### src/rtl/csr_file.sv
// CSR file for the WB stage: software CSR access, exception/ertn commit,
// the stable-counter timer and interrupt aggregation for the front end.
`timescale 1ns/1ps
module csr_file #(
  parameter int          TIMER_W = 32,
  parameter logic [31:0] TID_RST = 32'h0
) (
  input  logic        clk,
  input  logic        rst,
  input  logic        csr_re,
  input  logic [13:0] csr_num,
  output logic [31:0] csr_rvalue,
  input  logic        csr_we,
  input  logic [31:0] csr_wmask,
  input  logic [31:0] csr_wvalue,
  input  logic        wb_ex,
  input  logic        ertn_flush,
  input  logic [31:0] wb_pc,
  input  logic [31:0] wb_vaddr,
  input  logic [5:0]  wb_ecode,
  input  logic [8:0]  wb_esubcode,
  input  logic [7:0]  hw_int_in,
  input  logic        ipi_int_in,
  output logic        has_int,
  output logic [31:0] ex_entry,
  output logic [31:0] ertn_entry
);

  localparam logic [13:0] A_CRMD   = 14'h00;
  localparam logic [13:0] A_PRMD   = 14'h01;
  localparam logic [13:0] A_ECFG   = 14'h04;
  localparam logic [13:0] A_ESTAT  = 14'h05;
  localparam logic [13:0] A_ERA    = 14'h06;
  localparam logic [13:0] A_BADV   = 14'h07;
  localparam logic [13:0] A_EENTRY = 14'h0C;
  localparam logic [13:0] A_SAVE0  = 14'h30;
  localparam logic [13:0] A_TID    = 14'h40;
  localparam logic [13:0] A_TCFG   = 14'h41;
  localparam logic [13:0] A_TVAL   = 14'h42;
  localparam logic [13:0] A_TICLR  = 14'h44;

  localparam logic [5:0] ECODE_ADE = 6'h8;
  localparam logic [5:0] ECODE_ALE = 6'h9;

  function automatic logic [31:0] wmerge(input logic [31:0] old, input logic [31:0] wv,
                                         input logic [31:0] wm);
    return (old & ~wm) | (wv & wm);
  endfunction

  // CRMD and PRMD share the {IE, PLV[1:0]} layout, so exception/ertn copy them whole.
  logic [2:0]         crmd_reg;
  logic [2:0]         prmd_reg;
  logic [12:0]        ecfg_reg;
  logic [1:0]         estat_sw_reg;
  logic [7:0]         estat_hw_reg;
  logic               estat_ti_reg;
  logic               estat_ipi_reg;
  logic [5:0]         ecode_reg;
  logic [8:0]         esubcode_reg;
  logic [31:0]        era_reg;
  logic [31:0]        badv_reg;
  logic [25:0]        eentry_reg;
  logic [31:0]        tid_reg;
  logic [31:0]        tcfg_reg;
  logic [TIMER_W-1:0] tval_reg;
  logic [3:0][31:0]   save_q;

  logic [31:0] crmd_val, prmd_val, ecfg_val, estat_val, eentry_val;
  assign crmd_val   = {28'b0, 1'b1, crmd_reg};
  assign prmd_val   = {29'b0, prmd_reg};
  assign ecfg_val   = {19'b0, ecfg_reg};
  assign estat_val  = {1'b0, esubcode_reg, ecode_reg, 3'b0, estat_ipi_reg, estat_ti_reg,
                       1'b0, estat_hw_reg, estat_sw_reg};
  assign eentry_val = {eentry_reg, 6'b0};

  logic wr_en;
  logic we_crmd, we_prmd, we_ecfg, we_estat, we_era, we_badv, we_eentry;
  logic we_tid, we_tcfg, we_ticlr;
  assign wr_en     = csr_we & ~wb_ex;
  assign we_crmd   = wr_en & ~ertn_flush & (csr_num == A_CRMD);
  assign we_prmd   = wr_en & (csr_num == A_PRMD);
  assign we_ecfg   = wr_en & (csr_num == A_ECFG);
  assign we_estat  = wr_en & (csr_num == A_ESTAT);
  assign we_era    = wr_en & (csr_num == A_ERA);
  assign we_badv   = wr_en & (csr_num == A_BADV);
  assign we_eentry = wr_en & (csr_num == A_EENTRY);
  assign we_tid    = wr_en & (csr_num == A_TID);
  assign we_tcfg   = wr_en & (csr_num == A_TCFG);
  assign we_ticlr  = wr_en & (csr_num == A_TICLR);

  logic [31:0]        tcfg_wr;
  logic               timer_fire;
  logic [TIMER_W-1:0] tval_reload;
  assign tcfg_wr     = wmerge(tcfg_reg, csr_wvalue, csr_wmask);
  assign timer_fire  = tcfg_reg[0] && (tval_reg == '0);
  assign tval_reload = {tcfg_reg[TIMER_W-1:2], 2'b00};

  always_ff @(posedge clk or negedge rst) begin
    if (!rst) begin
      crmd_reg <= 3'b0;
      prmd_reg <= 3'b0;
    end else begin
      if (wb_ex) begin
        prmd_reg <= crmd_reg;
        crmd_reg <= 3'b0;
      end else begin
        if (ertn_flush)   crmd_reg <= prmd_reg;
        else if (we_crmd) crmd_reg <= 3'(wmerge(crmd_val, csr_wvalue, csr_wmask));
        if (we_prmd)      prmd_reg <= 3'(wmerge(prmd_val, csr_wvalue, csr_wmask));
      end
    end
  end

  always_ff @(posedge clk or negedge rst) begin
    if (!rst) begin
      ecfg_reg     <= 13'b0;
      estat_sw_reg <= 2'b0;
      estat_hw_reg <= 8'b0;
      estat_ti_reg <= 1'b0;
      estat_ipi_reg <= 1'b0;
      ecode_reg    <= 6'b0;
      esubcode_reg <= 9'b0;
    end else begin
      estat_hw_reg  <= hw_int_in;
      estat_ipi_reg <= ipi_int_in;
      if (we_ecfg)
        ecfg_reg <= 13'(wmerge(ecfg_val, csr_wvalue, csr_wmask)) & ~13'h400;
      if (we_estat)
        estat_sw_reg <= 2'(wmerge(estat_val, csr_wvalue, csr_wmask));
      // A timer fire in the same cycle as a TICLR write leaves the interrupt pending.
      if (timer_fire)
        estat_ti_reg <= 1'b1;
      else if (we_ticlr && csr_wmask[0] && csr_wvalue[0])
        estat_ti_reg <= 1'b0;
      if (wb_ex) begin
        ecode_reg    <= wb_ecode;
        esubcode_reg <= wb_esubcode;
      end
    end
  end

  always_ff @(posedge clk or negedge rst) begin
    if (!rst) begin
      era_reg    <= 32'b0;
      badv_reg   <= 32'b0;
      eentry_reg <= 26'b0;
      tid_reg    <= TID_RST;
    end else begin
      if (wb_ex)       era_reg <= wb_pc;
      else if (we_era) era_reg <= wmerge(era_reg, csr_wvalue, csr_wmask);
      if (wb_ex && wb_ecode == ECODE_ALE)      badv_reg <= wb_vaddr;
      else if (wb_ex && wb_ecode == ECODE_ADE) badv_reg <= wb_pc;
      else if (we_badv)                        badv_reg <= wmerge(badv_reg, csr_wvalue, csr_wmask);
      if (we_eentry) eentry_reg <= 26'(wmerge(eentry_val, csr_wvalue, csr_wmask) >> 6);
      if (we_tid)    tid_reg <= wmerge(tid_reg, csr_wvalue, csr_wmask);
    end
  end

  always_ff @(posedge clk or negedge rst) begin
    if (!rst) begin
      tcfg_reg <= 32'b0;
      tval_reg <= '0;
    end else begin
      if (timer_fire) begin
        if (tcfg_reg[1]) tval_reg <= tval_reload;
        else             tcfg_reg[0] <= 1'b0;
      end else if (tcfg_reg[0]) begin
        tval_reg <= tval_reg - 1'b1;
      end
      // A software TCFG write overrides this cycle's countdown/reload.
      if (we_tcfg) begin
        tcfg_reg <= tcfg_wr;
        if (tcfg_wr[0]) tval_reg <= {tcfg_wr[TIMER_W-1:2], 2'b00};
      end
    end
  end

  genvar gi;
  generate
    for (gi = 0; gi < 4; gi++) begin : g_save
      logic [31:0] save_reg;
      always_ff @(posedge clk or negedge rst) begin
        if (!rst)
          save_reg <= 32'b0;
        else if (wr_en && csr_num == A_SAVE0 + 14'(gi))
          save_reg <= wmerge(save_reg, csr_wvalue, csr_wmask);
      end
      assign save_q[gi] = save_reg;
    end
  endgenerate

  always_comb begin
    csr_rvalue = 32'b0;
    case (csr_num)
      A_CRMD:         csr_rvalue = crmd_val;
      A_PRMD:         csr_rvalue = prmd_val;
      A_ECFG:         csr_rvalue = ecfg_val;
      A_ESTAT:        csr_rvalue = estat_val;
      A_ERA:          csr_rvalue = era_reg;
      A_BADV:         csr_rvalue = badv_reg;
      A_EENTRY:       csr_rvalue = eentry_val;
      A_SAVE0:        csr_rvalue = save_q[0];
      A_SAVE0 + 14'd1: csr_rvalue = save_q[1];
      A_SAVE0 + 14'd2: csr_rvalue = save_q[2];
      A_SAVE0 + 14'd3: csr_rvalue = save_q[3];
      A_TID:          csr_rvalue = tid_reg;
      A_TCFG:         csr_rvalue = tcfg_reg;
      A_TVAL:         csr_rvalue = 32'(tval_reg);
      default:        csr_rvalue = 32'b0;
    endcase
  end

  assign has_int    = crmd_reg[2] & (|(estat_val[12:0] & ecfg_reg));
  assign ex_entry   = eentry_val;
  assign ertn_entry = era_reg;

  // Read data is always presented, so the read strobe carries no information here.
  logic unused_re;
  assign unused_re = csr_re;

endmodule

### config.mk
export PLATFORM = sky130hd
export DESIGN_NAME = csr_file
export DESIGN_NICKNAME = d
export VERILOG_FILES = /design/src/rtl/csr_file.sv
export SDC_FILE = /design/constraint.sdc
export NUM_CORES = 1
export LEC_CHECK = 0
export ABC_AREA = 1
export CAP_MARGIN = 25
export CORE_MARGIN = 2
export CORE_UTILIZATION = 30
export CTS_CLUSTER_DIAMETER = 50
export CTS_CLUSTER_SIZE = 12
export DETAILED_ROUTE_END_ITERATION = 8
export PLACE_DENSITY = 0.6
export SETUP_SLACK_MARGIN = 0.05
export SYNTH_ARGS = -nofsm -noshare
export SYNTH_HDL_FRONTEND = slang
export SYNTH_SLANG_ARGS = --single-unit
### constraint.sdc
create_clock -name clk -period 2.4 [get_ports clk]
set_input_delay 0.48 -clock clk [delete_from_list [all_inputs] [get_ports clk]]
set_output_delay 0.48 -clock clk [all_outputs]
set_load 0.01 [all_outputs]
==> Yosys cells after proc, flatten, opt, wreduce, memory -nomap -nowiden <==
Index checks and enable logic that the tools add are counted.
{ "totals": {"reg_bits": 359, "output_inout_bits": 97} }
{ "op_classes": {"n_eq_ne": 17, "n_addsub": 1, "mux": 21, "reduce_logical": 19, "bitwise_logic": 44} }
{ "ops": {"columns": ["operator", "n"], "rows": [
  ["$pmux W32 S14", 1],
  ["$and A32 B32 Y32", 10],
  ["$mux W32", 10],
  ["$or A32 B32 Y32", 9],
  ["$eq A14 B3 Y1 const B", 4],
  ["$eq A14 B6 Y1 const B", 4],
  ["$eq A14 B7 Y1 const B", 4],
  ["$logic_not A32 Y1", 1],
  ["$not A32 Y32", 1],
  ["$sub A32 B1 Y32 const B", 1],
  ["$and A13 B13 Y13", 2],
  ["$mux W3", 5],
  ["$eq A14 B1 Y1 const B", 1],
  ["$eq A14 B4 Y1 const B", 1],
  ["$logic_not A14 Y1", 1],
  ["$and A1 B1 Y1", 13],
  ["$or A13 B13 Y13", 1],
  ["$reduce_or A13 Y1", 1],
  ["$eq A6 B4 Y1 const B", 2],
  ["$logic_and A1 B1 Y1", 9],
  ["$reduce_bool A2 Y1", 4],
  ["$and A3 B3 Y3", 2],
  ["$or A3 B3 Y3", 2],
  ["$reduce_bool A3 Y1", 2],
  ["6 further kinds", 11]
]} }

==> Logic depth before layout (Yosys ltp) <==
Gate-level depths: netlist (run 1).
{ "depth": {"ltp_word": 7, "mapped_depth": 14} }

==> Worst setup path before layout (run 1) <==
Ideal clock, no wire load.
{ "synth_timing": {"path_type": "input port to output port", "from": "input port csr_num[11]", "to": "output port csr_rvalue[1]", "setup_slack_ns": 0.153, "t_arrival_ns": 1.767, "required_time_ns": 1.920, "path_buffers": 2, "cell_stages": 11, "path_cell_list": "nor2_1 > nand2_1 > nor2_4 > nand2_1 > nor2_1 > buf_2 > buf_2 > nand2_1 > nand3_1 > nor2_1 > nand2_1"} }
{ "synth_via": {"elab_chain_cells": 2, "elab_cells_between_ends": 15} }
{ "synth_rtl": {"columns": ["item", "line", "source"], "rows": [
  ["start, declared", "11", "input logic [13:0] csr_num,"],
  ["$eq A14 B7 Y1 (tied with other cells)", "194", "case (csr_num)"],
  ["$pmux W32 S14 (*)", "194", null],
  ["end, declared", "12", "output logic [31:0] csr_rvalue,"]
]} }
Every way passes the cells marked *; elsewhere a longest branch is shown, timed or not.

==> Final worst setup path (run 1) <==
{ "layout_timing": {"from": "input port csr_num[9]", "to": "output port csr_rvalue[19]"} }
The elaborated chain is that of the path after synthesis.

==> results of run 1 <==
==> power groups by stage <==
| stage | Combinational, uW | Sequential (uW) | Clock (uW) |
|---|---|---|---|
| after floorplan | 495 | 6470 | 0 |
| after global placement | 1410 | 6500 | 0 |
| after detailed placement | 1410 | 6500 | 0 |
| after CTS | 1470 | 6390 | 8270 |
| after global routing | 1620 | 6410 | 8540 |
| final | 1480 | 6390 | 8210 |
==> metrics by stage <==
stage	utilization [%]	std cells
6_report	42.9	4295
5_1_grt	42.9	4293
4_1_cts	41.9	4267
3_5_place_dp	37.5	4110
3_3_place_gp	37.5	4110
2_1_floorplan	-	2966
==> logic make-up after synthesis <==
family | after synthesis
AND/OR/NAND/NOR | 1648
AO/OA/AOI/OAI | 580
flip-flops | 359
buffers and inverters | 355
XOR/XNOR | 12
multiplexers | 5
adder cells (fa/ha/maj) | 1
other | 1
==> synth_stat cells (2+ instances only) <==
| cell type | number | share of area (%) |
|---|---|---|
| nand2_1 | 1224 | 23 |
| nand4_1 | 33 | 1.0 |
| a221oi_1 | 2 | 0.086 |
| nor3_1 | 6 | 0.15 |
| buf_4 | 7 | 0.26 |
| o21a_1 | 4 | 0.15 |
| nor2_4 | 4 | 0.22 |
| nor4_1 | 2 | 0.062 |
| xor2_1 | 11 | 0.48 |
| nor2_1 | 211 | 3.9 |
| nand2_2 | 4 | 0.12 |
| o22ai_1 | 19 | 0.59 |
| nor4_2 | 5 | 0.31 |
| clkbuf_1 | 82 | 1.5 |
| buf_2 | 60 | 1.5 |
| nand3b_1 | 4 | 0.15 |
| inv_1 | 188 | 3.5 |
| buf_1 | 4 | 0.074 |
| o21ai_1 | 111 | 2.7 |
| dfrtp_1 | 359 | 44 |
| a21oi_1 | 78 | 1.9 |
| nand3_1 | 134 | 3.3 |
| or2_2 | 4 | 0.12 |
| nor2_2 | 9 | 0.28 |
| mux2i_1 | 5 | 0.25 |
| nand3_2 | 4 | 0.20 |
| inv_2 | 13 | 0.24 |
| o21ai_0 | 326 | 8.1 |
| o211ai_1 | 36 | 1.3 |
==> routing by layer <==
layer	up-vias	share of wire, %	GRT usage [%]
met1	10400	43	32.6
met2	942	46	38.5
met5	-	0.033	0
met4	4	3.3	8.14
li1	10400	-	-
met3	166	8.6	4.88
==> worst max-delay path, cell delays in order <==
cell     delay (ps)
buf_6           100
nor2_4          110
nand2_2          70
nor2_4          130
buf_6           160
nand2_8          80
buf_6           130
nor2_4          120
buf_6           170
buf_12          160
buf_12          120
nand2_4          40
nand2_2          50
a21oi_2          40
nand3_2         100
buf_6           110
==> how the worst max path moves through the flow <==
stage / slack (ps) / startpoint / to / depth (start not counted)
6_report: -260 / csr_num[9] / csr_rvalue[19] / 16
5_1_grt: -340 / csr_num[10] / csr_rvalue[26] / 15
2_1_floorplan: 150 / csr_num[11] / csr_rvalue[1] / 11
4_1_cts: -240 / csr_num[8] / csr_rvalue[21] / 16
3_3_place_gp: -1020 / csr_num[3] / csr_rvalue[7] / 10
3_5_place_dp: -1050 / csr_num[3] / csr_rvalue[7] / 10
==> final cells by class <==
class	count	area, um^2
fillers	6718	38300
multi-input cells	2252	10500
flip-flops and latches	359	8980
repair buffers	511	5560
clock buffers	62	1410
well taps	873	1090
inverters	202	772
clock inverters	34	428
diodes	2	5.00
==> repair_timing <==
action / CTS / global route
setup endpoints to repair: 33 / 205
gates cloned: 14 / 12
hold buffers: 1 / 0
pin swaps: 67 / 55
hold endpoints to repair: 29 / 0
gates resized for setup: 310 / 148
setup buffers: 46 / 29
==> metrics.txt, run 1 <==
Reg power frac 39.8%; dpl ws -1050 ps; Synth Area in XOR/XNOR 0.519%; IO Pins 269; Tcrit/Tclk final 111%; setup TNS -6570 ps; FP Rows 95; hold path cells 3; Reg clk slew, reported paths 60 ps; register area share after synthesis 44.3%; hold path startpoint wb_ex; Worst setup EP type primary output; Ys Warns 0; Initial Util 30.2%; most frequent cells in the layout 1143 x nand2_1, 358 x dfrtp_1, 300 x o21ai_0; initial DRC count 2308; RSZ-0062 raised after global routing true; Clk pwr share 51.0%; dpl hpwl 58300 um; CTS sink cnt 359; vias in the first global route 20800; Compound-Gate Fraction of Synth Area 15.0%; Max-slew headroom 59.9%; initial antenna violation count 2; Post-synth EDFFs 0; nets 3550; max-slew violation count 0; Psw 4200 uW; Max VDD drop 0.505 mV; Vert. Die Dim 264 um; worst reg-to-reg path cell count 14; worst-skew pair later-pin latency 610 ps; Post-Route Skew 26.1 ps; Post-Syn Instances 2961; largest family of logic cells by synthesized area simple AND/OR/NAND/NOR gates; CTS Buf Count 51; worst hold path class in -> reg; P per Cell Area 559 nW/um^2; Req. time, crit path 1920 ps; total die area 69700 um^2; fmax 376 MHz; vias per cell 5.10; max_cap viols 0; Avg Cell Area, Syn 6.84 um^2; Slew @ Worst Pin 601 ps; DR WL/cell 20.9 um; largest net degree at the start of global routing 89; count of different cell masters after synthesis 41; #FFs+latches synth 359; # port buffers 261; LEAKAGE 0.0137 uW; CTS Root Cell clkbuf_16; Sw Share 26.1%; die width 264 um; Comb pwr share 9.2%; total power 16100 uW; grt total ovfl 0; FF-to-FF Start tval_reg[0]; CTS tree built; failing checks setup timing; DRC errors left 0; R2R Setup Slk 240 ps; Tmin final 2660 ps; Final setup viols 32; post-synthesis mux area share 0.247%; Crit Path Max Fanout 8; WS Path Type in -> out; core footprint 67000 um^2; worst hold margin 235 ps; commonest non-fill, non-tap cell in the layout nand2_1; adder-cell share of the synthesized area 0.0617%; simple-gate area share of the yosys netlist 32.7%; Initial DRT Pass Iterations 6; GPL Wtd Cong 0.929; via count 21900; post-route ant nets 0; Cell Int Power 11900 uW; Critical Path Source Type primary input; Synth-to-Final Area Change 41.9%; final worst setup slack -259 ps; Async SR Flop Fraction 100%; status complete, but fails checks; Main synth FF type dfrtp_1; final instance area 28800 um^2; layout cells sized above 1 16.7%; Total Routing Usage GR 24.1%; # H-tree levels 2; Bufs on Longest Clock Path 3; first-pass GRT wire length 129000 um; drt total wl 89800 um; Hold Vio Cnt, Final 0; cell area after synthesis 20300 um^2; Reg-to-Reg End tval_reg[18]; CP arrival 2180 ps; placed cell area 25200 um^2
Note: power is estimated with default switching activity, not from simulation.
==> run 2, diff against run 1 <==
Settings changed: CTS_BUF_LIST set to sky130_fd_sc_hd__clkbuf_16.
==> run 2 against run 1 <==
  * The run still ends with setup timing left
  * Register-to-register slack about the same
  * Cell count barely moved
  * Utilization decreased by 0.11 points
  * Design area fell by 0.25%
  * Critical path type unchanged
  * Highest routed layer unchanged
==> metrics.txt, run 2 (same netlist as run 1, synthesis figures left out) <==
Crit path max-delay family buffers and inverters; max incr delay on CP 170 ps (about the same); hold path cells 3 (unchanged); initial antenna violation count 1 (-1); layout cells sized above 1 16.6% (-0.14 points); dpl hpwl 58300 um (unchanged); status complete, but fails checks; final worst setup slack -278 ps (-19.3 ps); Total Routing Usage GR 24.1% (about the same); CP arrival 2200 ps (+20 ps); commonest non-fill, non-tap cell in the layout nand2_1; R2R Setup Slk 240 ps (about the same); Reg clk slew, reported paths 60 ps (about the same); nets 3549 (-0.028%); DR WL/cell 20.9 um (about the same); worst hold path class in -> reg; total die area 69700 um^2 (unchanged); CTS tree built; FP Rows 95 (unchanged); P per Cell Area 552 nW/um^2 (-1.3%); CP most frequent cell buf_6; vias in the first global route 20800 (+0.029%); fmax 373 MHz (-0.72%); hold path startpoint wb_ex; DRC errors left 0 (unchanged); Worst setup EP type primary output; Crit Path Max Fanout 8 (unchanged); RSZ-0062 raised after global routing true; Max VDD drop 0.496 mV (-1.7%); Bufs on Longest Clock Path 3 (unchanged); Slowest-stage cell, CP buf_6; setup TNS -6880 ps (-309 ps); dpl ws -1050 ps (unchanged); # H-tree levels 2 (unchanged); CTS Root Cell clkbuf_16; fillcell total 6727 (+0.13%); via count 22000 (+0.21%); max-slew violation count 0 (unchanged); initial DRC count 2289 (-0.82%); Max-slew headroom 60.1% (+0.21 points); CTS sink cnt 359 (unchanged); Critical Path Source Type primary input; Post-Route Skew 28.9 ps (+2.82 ps); placed cell area 25200 um^2 (unchanged); Synth-to-Final Area Change 41.6%; worst reg-to-reg path cell count 14 (unchanged); Slew @ Worst Pin 598 ps (-3.22 ps); Final setup viols 32 (unchanged); FF-to-FF Start tval_reg[0]; Req. time, crit path 1920 ps (about the same); drt total wl 89800 um (about the same); CTS Buf Count 51 (unchanged); Tmin final 2680 ps (+19.3 ps); die width 264 um (unchanged); Initial Util 30.2% (unchanged); vias per cell 5.12 (+0.24%); largest net degree at the start of global routing 89 (unchanged); failing checks setup timing; Hold Vio Cnt, Final 0 (unchanged); Vert. Die Dim 264 um (unchanged); max_cap viols 0 (unchanged); Initial DRT Pass Iterations 6 (unchanged); # port buffers 261 (unchanged); LEAKAGE 0.0136 uW (-0.12%); GPL Wtd Cong 0.929 (unchanged); Tcrit/Tclk final 112% (+0.80 points); post-route ant nets 0 (unchanged); Buffers & Inverters on Critical Path 6 (-1); Reg-to-Reg End tval_reg[18]; grt total ovfl 0 (unchanged); most frequent cells in the layout 1141 x nand2_1, 358 x dfrtp_1, 299 x o21ai_0; crit-path cells buf_6 -> nor2_4 -> nand2_2 -> nor2_4 -> buf_6 -> nand2_8 -> buf_6 -> nor2_4 -> buf_6 -> buf_12 -> nand2_2 -> nand4_1 -> nor2_1 -> nand2_1 -> buf_2; core footprint 67000 um^2 (unchanged); first-pass GRT wire length 129000 um (about the same); worst-skew pair later-pin latency 610 ps (about the same); IO Pins 269 (unchanged); final instance area 28700 um^2 (-0.25%); WS Path Type in -> out
[run 2: cell types whose count changed in the layout (fill, tap and decap cells not counted), moves of 2 or more]
cell	before	now
clkbuf_1	3	0
clkbuf_8	7	0
nand2_4	20	22
inv_1	179	182
nand2_1	1143	1141
clkinv_1	0	7
[run 2: worst max path at each step]
| stage | from | to | depth (start not counted) |
|---|---|---|---|
| after global routing | csr_num[10] | csr_rvalue[26] | 15 |
| final | csr_num[9] | csr_rvalue[2] | 15 |
| after CTS | csr_num[8] | csr_rvalue[21] | 16 |
| after detailed placement | csr_num[3] | csr_rvalue[7] | 10 |
| after global placement | csr_num[3] | csr_rvalue[7] | 10 |
| after floorplan | csr_num[11] | csr_rvalue[1] | 11 |
[run 2: power breakdown]
| part | switching [uW] | internal, uW |
|---|---|---|
| combinational | 834 | 643 |
| clock | 3210 | 4750 |
| sequential | 149 | 6250 |
[run 2: layer usage]
metal,up-vias,share of wire (%),track usage (%)
li1,10400,-,-
met1,10500,42,32.6
met2,899,45,38.5
met3,158,8.8,4.88
met4,2,3.5,8.14
met5,-,0.014,0
[run 2: worst register-to-register path, cell delays in order, from the launching register on]
cell     delay, ps
dfrtp_1        430
inv_1          100
ha_1           160
nand2_1        100
inv_1           70
nand2_1        100
nor2_4         180
nand2_2        120
nor2_4         200
nand3_2        130
buf_4          230
nand2_1         80
nand3_1         60
nand2_1         60
inv_1           30
[run 2: per-stage QoR]
step,hold WS [ps],cells,util [%],total power (uW)
2_1_floorplan,184,2966,-,6970
3_3_place_gp,383,4110,37.5,7900
3_5_place_dp,382,4110,37.5,7910
4_1_cts,215,4267,41.8,15900
5_1_grt,246,4292,42.8,16300
6_report,233,4294,42.8,15800
[run 2: timing repair]
item	in CTS	in global routing
hold buffers	1	0
cloned	14	12
gates resized for setup	310	154
hold endpoints to repair	29	0
setup endpoints to repair	33	205
buffers inserted	46	28
pin swaps	67	53
[run 2: final cells by class]
class                           instances  area (um^2)  area share [%]
Inverter                              202          772            2.69
Timing Repair Buffer                  510         5540            19.3
Clock inverter                         44          465            1.62
Sequential cell                       359         8980            31.3
Tap cell                              873         1090            3.81
Antenna cell                            2         5.00          0.0174
Multi-Input combinational cell       2252        10500            36.7
Clock buffer                           52         1300            4.53
==> run 3, diff against run 2 <==
Settings changed: CORE_MARGIN 2 to unset, SETUP_SLACK_MARGIN 0.05 to 0.1.
==> run 3 against run 2 <==
  * The flow still finishes with violations (setup timing)
  * Flip-flop and latch count stayed put
  * Design area is 4.0% higher
  * Setup slack better by 34 ps
  * Clock power is 3.3% lower
  * Non-clock buffer count is 53 higher
  * Combinational power hardly changed
  * Utilization is 2.2 points higher
  * Largest cell class unchanged
==> metrics.txt, run 3 (same netlist as run 1, synthesis figures left out) <==
vias in the first global route 20700 (-0.26%); Worst setup EP type primary output; RSZ-0062 raised after global routing true; P per Cell Area 523 nW/um^2 (-5.2%); fillcell total 6587 (-2.1%); Tmin final 2640 ps (-33.7 ps); Tcrit/Tclk final 110% (-1.4 points); placed cell count 4132 (+0.54%); final worst setup slack -245 ps (+33.7 ps); CTS Root Cell clkbuf_16; Synth-to-Final Area Change 47.2%; Initial Util 30.6% (+0.32 points); status complete, but fails checks; nets 3603 (+1.5%); Initial DRT Pass Iterations 6 (unchanged); Slew @ Worst Pin 976 ps (+378 ps); Vert. Die Dim 262 um (-0.76%); Final setup viols 90 (+180%); LEAKAGE 0.0144 uW (+5.6%); Req. time, crit path 1920 ps (about the same); FP Rows 94 (-1.1%); drt total wl 92200 um (+2.7%); GPL Wtd Cong 0.925 (-0.47%); grt total ovfl 0 (unchanged); Max VDD drop 0.521 mV (+4.9%); first-pass GRT wire length 129000 um (about the same); max_cap viols 0 (unchanged); Slowest-stage cell, CP nand3b_1; Reg clk slew, reported paths 60 ps (about the same); DRC errors left 0 (unchanged); Total Routing Usage GR 25.0% (+0.86 points); Hold Vio Cnt, Final 0 (unchanged); CP arrival 2160 ps (-40 ps); initial antenna violation count 3 (+2); Bufs on Longest Clock Path 3 (unchanged); initial DRC count 2047 (-11%); dpl hpwl 60200 um (+3.3%); worst hold path class in -> reg; Critical Path Source Type primary input; # port buffers 261 (unchanged); # H-tree levels 2 (unchanged); DR WL/cell 21.3 um (+1.8%); via count 22300 (+1.5%); largest net degree at the start of global routing 93 (+4.5%); most frequent cells in the layout 1031 x nand2_1, 358 x dfrtp_1, 263 x o21ai_0; failing checks setup timing; Finished Layout Cells 4334 (+0.93%); commonest non-fill, non-tap cell in the layout nand2_1; Post-Route Skew 17.6 ps (-11.3 ps); total die area 68600 um^2 (-1.5%); CTS sink cnt 359 (unchanged); Crit Path Max Fanout 5 (-3); IO Pins 269 (unchanged); core footprint 66300 um^2 (-1.1%); layout cells sized above 1 22.0% (+5.4 points); post-route ant nets 0 (unchanged); Max-slew headroom 34.9% (-25 points); worst-skew pair later-pin latency 620 ps (about the same); die width 262 um (-0.76%); max incr delay on CP 220 ps (+50 ps); final core occ 45.0% (+2.2 points); WS Path Type in -> out; CTS Buf Count 51 (unchanged); crit-path cells buf_6 -> nor2_4 -> nand2_2 -> nor2_4 -> buf_12 -> nand2_8 -> buf_6 -> nor2_4 -> buf_12 -> buf_6 -> nand2_2 -> nand2_2 -> nor2_1 -> nand3b_1 -> buf_2; max-slew violation count 0 (unchanged); vias per cell 5.15 (+0.58%); CTS tree built; worst hold margin 252 ps (+18.5 ps); fmax 378 MHz (+1.3%); setup TNS -7680 ps (-796 ps)
[run 3: worst max-delay path, delay by kind of cell]
| kind | cells | cell delay (ps) |
|---|---|---|
| buf+inv | 6 | 820 |
| simple gates | 9 | 860 |
[run 3: timing repair]
item	CTS	global route
setup buffers	66	23
pin swaps	76	52
hold endpoints to repair	36	0
setup endpoints to repair	33	213
gates cloned	7	16
gates resized for setup	388	318
hold buffers	1	0
[run 3: final timing paths]
kind / start / endpoint / slack, ps / cells past startpoint
setup / recovery: csr_num[11] / csr_rvalue[31] / -240 / 15
hold / removal: wb_ex / flip-flop / 250 / 4
setup reg to reg: tval_reg[1] / tval_reg[7] / 80 / 13
hold reg to reg: esubcode_reg[2] / esubcode_reg[2] / 480 / 2
max in group asynchronous: rst / async pin / 1200 / 3
min in group asynchronous: rst / async pin / 400 / 2
[run 3: area by class of cell]
cell class | count | area [um^2] | area share (%)
Antenna cell | 2 | 5.00 | 0.0168
Tap cell | 864 | 1080 | 3.62
Sequential cell | 359 | 8980 | 30.1
Timing Repair inverter | 1 | 5.00 | 0.0168
Clock inverter | 40 | 410 | 1.38
Clock buffer | 51 | 1280 | 4.28
Timing Repair Buffer | 563 | 6140 | 20.6
Inverter | 202 | 776 | 2.60
Multi-Input combinational cell | 2252 | 11100 | 37.4
[run 3: stage by stage]
| stage | cell area [um^2] | total power, uW | setup WS, ps |
|---|---|---|---|
| 5_1_grt | 29800 | 16100 | -313 |
| 3_3_place_gp | 25500 | 7900 | -1070 |
| 3_5_place_dp | 25500 | 7900 | -1070 |
| 6_report | 29800 | 15600 | -245 |
| 4_1_cts | 28500 | 15700 | -242 |
| 2_1_floorplan | 20300 | 6970 | 153 |
[run 3: power by group]
part / switching [uW] / internal, uW
clock network: 3210 / 4490
registers: 141 / 6250
logic: 860 / 650
[run 3: layer usage]
metal | vias up | share of wire (%) | routed length (um) | track usage, %
li1 | 10500 | - | - | -
met1 | 10600 | 43 | 39400 | 34.3
met2 | 976 | 45 | 41800 | 39.6
met3 | 211 | 8.0 | 7380 | 3.83
met4 | 2 | 3.9 | 3640 | 9.25
met5 | - | 0.0076 | 7 | 0
